## config.mk

```make
export PLATFORM = sky130hd
export DESIGN_NAME = wb_port_arbiter
export DESIGN_NICKNAME = d
export VERILOG_FILES = /design/src/rtl/riscv_pkg.sv /design/src/rtl/wb_result_fifo.sv /design/src/rtl/wb_port_arbiter.sv
export SDC_FILE = /design/constraint.sdc
export NUM_CORES = 1
export LEC_CHECK = 0
export BUFFER_PORTS_ARGS = -buffer_cell sky130_fd_sc_hd__buf_2
export CORE_MARGIN = 5
export CORE_UTILIZATION = 55
export DETAILED_ROUTE_END_ITERATION = 8
export PLACE_DENSITY = 0.93
export SLEW_MARGIN = 10
export SYNTH_ARGS = -nofsm -noshare
export SYNTH_HDL_FRONTEND = slang
export SYNTH_HIERARCHICAL = 1
export SYNTH_SLANG_ARGS = --single-unit
```

## constraint.sdc

```tcl
create_clock -name clk -period 5.9 [get_ports clk]
set_input_delay 0.295 -clock clk [delete_from_list [all_inputs] [get_ports clk]]
set_output_delay 0.295 -clock clk [all_outputs]
set_load 0.02 [all_outputs]
```

## src/rtl/riscv_pkg.sv

```systemverilog
// Shared register-file definitions: address width, the hard-wired zero register
// and the write-port request bundle.
package riscv_pkg;
  localparam int REG_ADDR_W = 5;
  localparam int XLEN       = 32;

  localparam logic [REG_ADDR_W-1:0] X0 = '0;

  typedef struct packed {
    logic                  we;
    logic [REG_ADDR_W-1:0] rd;
    logic [XLEN-1:0]       data;
  } wb_req_t;
endpackage

```

## src/rtl/wb_result_fifo.sv

```systemverilog
// In-order result buffer with per-entry valid bits, a kill-by-destination port
// and per-entry source-register compare outputs for hazard detection.
module wb_result_fifo
  import riscv_pkg::*;
#(
  parameter int DATA_WIDTH = 32,
  parameter int DEPTH      = 2
) (
  input  logic                  clk,
  input  logic                  rst,
  input  logic                  i_push,
  input  logic [REG_ADDR_W-1:0] i_push_rd,
  input  logic [DATA_WIDTH-1:0] i_push_data,
  input  logic                  i_pop,
  input  logic                  i_kill,
  input  logic [REG_ADDR_W-1:0] i_kill_rd,
  input  logic [REG_ADDR_W-1:0] i_rs1,
  input  logic [REG_ADDR_W-1:0] i_rs2,
  output logic                  o_empty,
  output logic                  o_full,
  output logic                  o_head_vld,
  output logic [REG_ADDR_W-1:0] o_head_rd,
  output logic [DATA_WIDTH-1:0] o_head_data,
  output logic [DEPTH-1:0]      o_match_rs1,
  output logic [DEPTH-1:0]      o_match_rs2
);
  localparam int PTR_W = (DEPTH > 1) ? $clog2(DEPTH) : 1;
  localparam int CNT_W = PTR_W + 1;

  logic [PTR_W-1:0]      r_wptr;
  logic [PTR_W-1:0]      r_rptr;
  logic [CNT_W-1:0]      r_count;
  logic [DEPTH-1:0]      r_vld;
  logic [REG_ADDR_W-1:0] r_rd   [DEPTH];
  logic [DATA_WIDTH-1:0] r_data [DEPTH];

  always_ff @(posedge clk or posedge rst) begin
    if (rst) begin
      r_wptr  <= '0;
      r_rptr  <= '0;
      r_count <= '0;
    end else begin
      if (i_push) r_wptr <= r_wptr + 1'b1;
      if (i_pop)  r_rptr <= r_rptr + 1'b1;
      case ({i_push, i_pop})
        2'b10:   r_count <= r_count + 1'b1;
        2'b01:   r_count <= r_count - 1'b1;
        default: r_count <= r_count;
      endcase
    end
  end

  // Later assignments win: a fresh push into a slot overrides pop-clear and kill.
  always_ff @(posedge clk or posedge rst) begin
    if (rst) begin
      r_vld <= '0;
    end else begin
      for (int i = 0; i < DEPTH; i++)
        if (i_kill && r_rd[i] == i_kill_rd) r_vld[i] <= 1'b0;
      if (i_pop)  r_vld[r_rptr] <= 1'b0;
      if (i_push) r_vld[r_wptr] <= 1'b1;
    end
  end

  always_ff @(posedge clk) begin
    if (i_push) begin
      r_rd[r_wptr]   <= i_push_rd;
      r_data[r_wptr] <= i_push_data;
    end
  end

  always_comb begin
    o_match_rs1 = '0;
    o_match_rs2 = '0;
    for (int i = 0; i < DEPTH; i++) begin
      o_match_rs1[i] = r_vld[i] && (i_rs1 != X0) && (r_rd[i] == i_rs1);
      o_match_rs2[i] = r_vld[i] && (i_rs2 != X0) && (r_rd[i] == i_rs2);
    end
  end

  assign o_empty     = (r_count == '0);
  assign o_full      = (r_count == CNT_W'(DEPTH));
  assign o_head_vld  = !o_empty && r_vld[r_rptr];
  assign o_head_rd   = r_rd[r_rptr];
  assign o_head_data = r_data[r_rptr];
endmodule

```

## src/rtl/wb_port_arbiter.sv

```systemverilog
// Register-file write-port arbiter: pipeline writeback wins, long-latency results
// are queued and drained on idle cycles, with starvation stall and RAW flag.
module wb_port_arbiter
  import riscv_pkg::*;
#(
  parameter int DATA_WIDTH   = 32,
  parameter int FIFO_DEPTH   = 2,
  parameter int STARVE_LIMIT = 4
) (
  input  logic                  clk,
  input  logic                  rst,
  input  logic                  reg_write_w,
  input  logic [REG_ADDR_W-1:0] rd_w,
  input  logic [DATA_WIDTH-1:0] result_w,
  input  logic                  lu_valid,
  input  logic [REG_ADDR_W-1:0] lu_rd,
  input  logic [DATA_WIDTH-1:0] lu_data,
  output logic                  lu_ready,
  input  logic [REG_ADDR_W-1:0] rs1_d,
  input  logic [REG_ADDR_W-1:0] rs2_d,
  output logic                  raw_hazard,
  output logic                  stall_req,
  output logic                  rf_we,
  output logic [REG_ADDR_W-1:0] rf_rd,
  output logic [DATA_WIDTH-1:0] rf_wd
);
  localparam int SC_W = $clog2(STARVE_LIMIT + 1);

  logic                  w_pw;
  logic                  w_pop;
  logic                  w_push;
  logic                  w_empty;
  logic                  w_full;
  logic                  w_head_vld;
  logic [REG_ADDR_W-1:0] w_head_rd;
  logic [DATA_WIDTH-1:0] w_head_data;
  logic [FIFO_DEPTH-1:0] w_match_rs1;
  logic [FIFO_DEPTH-1:0] w_match_rs2;
  wb_req_t               w_req;

  logic [SC_W-1:0]       r_starve;
  logic                  r_stall;

  // The head drains whenever the pipeline leaves the port idle; killed entries
  // still pop and burn the cycle without a write.
  assign w_pw     = reg_write_w && (rd_w != X0);
  assign w_pop    = !w_pw && !w_empty;
  assign lu_ready = !w_full || w_pop;
  assign w_push   = lu_valid && lu_ready && (lu_rd != X0);

  wb_result_fifo #(
    .DATA_WIDTH (DATA_WIDTH),
    .DEPTH      (FIFO_DEPTH)
  ) u_fifo (
    .clk         (clk),
    .rst         (rst),
    .i_push      (w_push),
    .i_push_rd   (lu_rd),
    .i_push_data (lu_data),
    .i_pop       (w_pop),
    .i_kill      (w_pw),
    .i_kill_rd   (rd_w),
    .i_rs1       (rs1_d),
    .i_rs2       (rs2_d),
    .o_empty     (w_empty),
    .o_full      (w_full),
    .o_head_vld  (w_head_vld),
    .o_head_rd   (w_head_rd),
    .o_head_data (w_head_data),
    .o_match_rs1 (w_match_rs1),
    .o_match_rs2 (w_match_rs2)
  );

  always_comb begin
    w_req = '0;
    if (w_pw) begin
      w_req.we   = 1'b1;
      w_req.rd   = rd_w;
      w_req.data = result_w;
    end else if (w_pop && w_head_vld) begin
      w_req.we   = 1'b1;
      w_req.rd   = w_head_rd;
      w_req.data = w_head_data;
    end
  end

  assign rf_we      = w_req.we;
  assign rf_rd      = w_req.rd;
  assign rf_wd      = w_req.data;
  assign raw_hazard = |{w_match_rs1, w_match_rs2};

  // Counter saturates at the limit; the stall request is raised one edge later.
  always_ff @(posedge clk or posedge rst) begin
    if (rst) begin
      r_starve <= '0;
      r_stall  <= 1'b0;
    end else if (w_pop || w_empty) begin
      r_starve <= '0;
      r_stall  <= 1'b0;
    end else if (r_starve == SC_W'(STARVE_LIMIT)) begin
      r_stall  <= 1'b1;
    end else if (w_pw) begin
      r_starve <= r_starve + 1'b1;
    end
  end

  assign stall_req = r_stall;
endmodule

```

==> metrics.log <==
[metrics] clock period minus final worst setup slack: about 3000 ps
[metrics] total power divided by cell area: 410 nW/um^2
[metrics] core area: just under 8000 um^2
[metrics] count of final hold-check violations: 0
[metrics] worst reg2reg setup slack: 3070 ps
[metrics] critical path's largest stage delay: 980 ps
[metrics] Worst Tran Pin Value: 1140 ps
[metrics] DR pass1 iterations: 6
[metrics] wire length reported by the detailed router: ~10 mm
[metrics] worst hold margin: 143 ps
[metrics] number of levels the H-tree was split into: 3
[metrics] number of global-route vias before repair: about 3200
[metrics] kind of start point of the critical path: flip-flop
[metrics] number of antenna violations at the first check in global routing: 0
[metrics] number of setup violations in the final report: 0
[metrics] number of max-cap violations: 0
[metrics] count of final max-slew check failures: 0
[metrics] number of filler cells placed in the layout: 557
[metrics] post-synthesis async set-or-reset flop share: a little under an eighth
[metrics] height of the die: 99.3 um
[metrics] class of the most critical hold timing path: in2reg
[metrics] leakage component of the power: 2.11 nW
[metrics] drt via density: 5.49
[metrics] worst reg2reg startpoint: u_fifo/r_count[0]$_DFFE_PP0P_
[metrics] drt first-iter violations: 170
[metrics] Clock Tree Root: sky130_fd_sc_hd__clkbuf_8
[metrics] Max Buffers Root-to-Sink: 2
[metrics] Setup TNS Final: 0 ps
[metrics] CTS Sinks: 84
[metrics] CTS tree: built
[metrics] clock latency reported for the late side of the worst-skew pair: about 340 ps
[metrics] I/O pin count: roughly 130
[metrics] end point of the critical path: rf_wd[19]
[metrics] pre-CTS worst setup slack: 2890 ps
[metrics] run status: complete, no violations
[metrics] overflow left after global routing: 0
[metrics] worst voltage drop across the vdd grid: 0.210 mV
[metrics] post-DR wirelength/cell: 17.3 um
[metrics] number of synthesized flops with an enable pin: 74
[metrics] area added between synthesis and finish: 20.0%
[metrics] number of library cell types mapped by synthesis: 36
[metrics] origin of the worst setup path: u_fifo/r_rptr$_DFFE_PP0P_
[metrics] data required time at the worst endpoint: 5610 ps
[metrics] placed cell area: between 5000 and 6000 um^2
[metrics] most common library cells after synthesis: sky130_fd_sc_hd__edfxtp_1 (74), sky130_fd_sc_hd__nand2_1 (68), sky130_fd_sc_hd__mux2_2 (37), sky130_fd_sc_hd__o22ai_2 (28), sky130_fd_sc_hd__xor2_1 (20)
[metrics] setup repair bufs after CTS: 0
[metrics] post-synth top area share: 50.7%
[metrics] Port-buffer cells: 128
[metrics] Setup WS post-layout: approximately 2800 ps
[metrics] number of warning messages in the yosys log: 6
[metrics] destination of the worst register-to-register timing path: u_fifo/r_vld[0]$_DFF_PP0_
[metrics] Synth Instances: 340
[metrics] top_reg_cell synth: sky130_fd_sc_hd__edfxtp_1
[metrics] worst hold start: lu_data[14]
[metrics] RSZ-0062 raised after global routing: no
[metrics] Max Clock Skew: 15.6 ps
[metrics] final weighted congestion of routability-driven global placement: 0.847
[metrics] arrival time at the worst endpoint: between 2000 and 3000 ps
[metrics] wire length of the first global-routing pass: approximately 15 mm
[metrics] Slowest-stage cell, CP: sky130_fd_sc_hd__dfrtp_2
[metrics] global-route usage over all layers: between 10% and 20%
[metrics] net count after synthesis: around 430
[metrics] worst r2r path cells: 6
[metrics] share of final-layout standard cells stronger than drive strength 1: 46.3%
[metrics] #FFs+latches synth: 84
[metrics] most common cell in the netlist: sky130_fd_sc_hd__edfxtp_1
[metrics] Period Utilization, post-route: between 50 and 60%
[metrics] average cell area after synthesis: 12.9 um^2
[metrics] top cells by area in the synthesized netlist: sky130_fd_sc_hd__edfxtp_1 (51%), sky130_fd_sc_hd__mux2_2 (9.5%), sky130_fd_sc_hd__o22ai_2 (8.0%), sky130_fd_sc_hd__nand2_1 (5.8%), sky130_fd_sc_hd__dfrtp_1 (5.7%)
[metrics] width of the chip: between 90 and 100 um
[metrics] DRC: 0
[metrics] initial core utilization: 56.7%
[metrics] crit end category: output port
[metrics] list of cells traversed by the critical path: mux2i_1, nor2_1, nor2b_2, buf_4, nand2_1, o22ai_2, buf_2
[metrics] total clock buffers created by CTS: 9
[metrics] number of antenna-violating nets in the routed design: 0
[metrics] total power after layout: 2.15 mW
[metrics] type of the worst setup path: reg2out
[metrics] vias after detailed routing: roughly 3100
[metrics] cell type with the highest aggregate area in the netlist: sky130_fd_sc_hd__edfxtp_1
[metrics] floorplan row count: 32
[metrics] # diodes: 0
[metrics] worst-path fanout max: 41
[metrics] DIE AREA: 9850 um^2
[metrics] maximum operating frequency: 0.325 GHz
[metrics] largest net degree at the start of global routing: 42
[metrics] area of the mapped netlist: 4380 um^2
[metrics] net count of the finished layout: 555
[metrics] clock edge transition at the registers on the reported setup and hold paths: around 80 ps
[metrics] Seq/Total Area, Yosys: between 50% and 60%
[metrics] hpwl dp: ~7.0 mm
[metrics] worst slew margin relative to its limit: 23.9%
[metrics] area of all placed cells without fillers: 5260 um^2
## area by class of cell
class	count	area, um^2	area share, %
clock buffer	14	153	2.90
clock inverter	2	12.5	0.238
inverter	7	28.8	0.547
multi-input combinational	229	1780	33.9
sequential	84	2470	47.0
tap	102	128	2.43
timing repair buffer	133	681	12.9
## registers in the layout (all words and copies together) (netlist names)
register and flops:
u_fifo/r_data 64, r_starve 3, stall_req 1, u_fifo/r_rptr 1, u_fifo/r_vld 2, u_fifo/r_wptr 1
u_fifo/r_count 2, u_fifo/r_rd 10
## through the flow
step           utilization [%]  cells
2_1_floorplan                -    340
6_report                  68.0    571
3_3_place_gp              65.8    554
3_5_place_dp              65.8    554
5_1_grt                   68.0    571
4_1_cts                   68.0    571
## critical path, delay by kind of cell (launching register included)
kind	cells	cell delay (ps)
AND/OR/NAND/NOR	3	570
multiplexers	1	170
flip-flops	1	980
buffers and inverters	2	590
AO/OA/AOI/OAI	1	130
## per-layer routing
metal	vias to the layer above	GRT usage (%)	share of wire (%)
met3	12	3.72	5.1
met4	0	6.72	1.3
met5	-	0	0
met2	100	35.0	53
li1	1503	-	-
met1	1517	24.6	41
## kinds of logic (layout without fill, tap and decap cells)
family                     Yosys count  count (layout)  share of synthesized area [%]
muxes                               39              39                           9.97
and+or+nand+nor                    102             102                           10.7
buffers and inverters               27             156                           3.28
AOI/OAI and AO/OA                   49              49                           11.6
DFF                                 84              84                           56.4
adders and majority gates            3               3                          0.857
xor gates and xnor gates            36              36                           7.20
## placed cells by master (no fill, tap or decap), drive strengths merged, types with 2 or more instances in the layout
master  instances
a21oi           5
clkbuf         14
nor2b           3
edfxtp         74
buf           132
inv             7
o22ai          32
or4             5
nand4           4
a32o            5
mux2i           2
nor3            5
nor4            6
mux2           37
o21ai           4
nand2          68
xnor2          16
ha              3
dfrtp          10
xor2           20
nor2            6
## where the power goes
part / internal, mW / switching, mW
clock network: 0.165 / 0.184
logic: 0.380 / 0.488
registers: 0.811 / 0.125
total: 1.36 / 0.798
## what timing repair did
item / 4_1_cts / 5_1_grt
hold endpoints to repair: 10 / 0
gates resized for setup: 0 / 0
hold buffers: 1 / 0
## how the worst min path moves through the flow
stage	endpoint	slack [ps]	depth (start not counted)
CTS	u_fifo/r_data[1][14]$_DFFE_PP_	130	1
finish	u_fifo/r_data[1][14]$_DFFE_PP_	140	1
global route	u_fifo/r_data[0][29]$_DFFE_PP_	130	1
detailed placement	stall_req$_DFFE_PP0P_	190	2
global placement	stall_req$_DFFE_PP0P_	190	2
floorplan	r_starve[0]$_DFFE_PP0P_	60	1
Power figures use the tool's default switching activity.
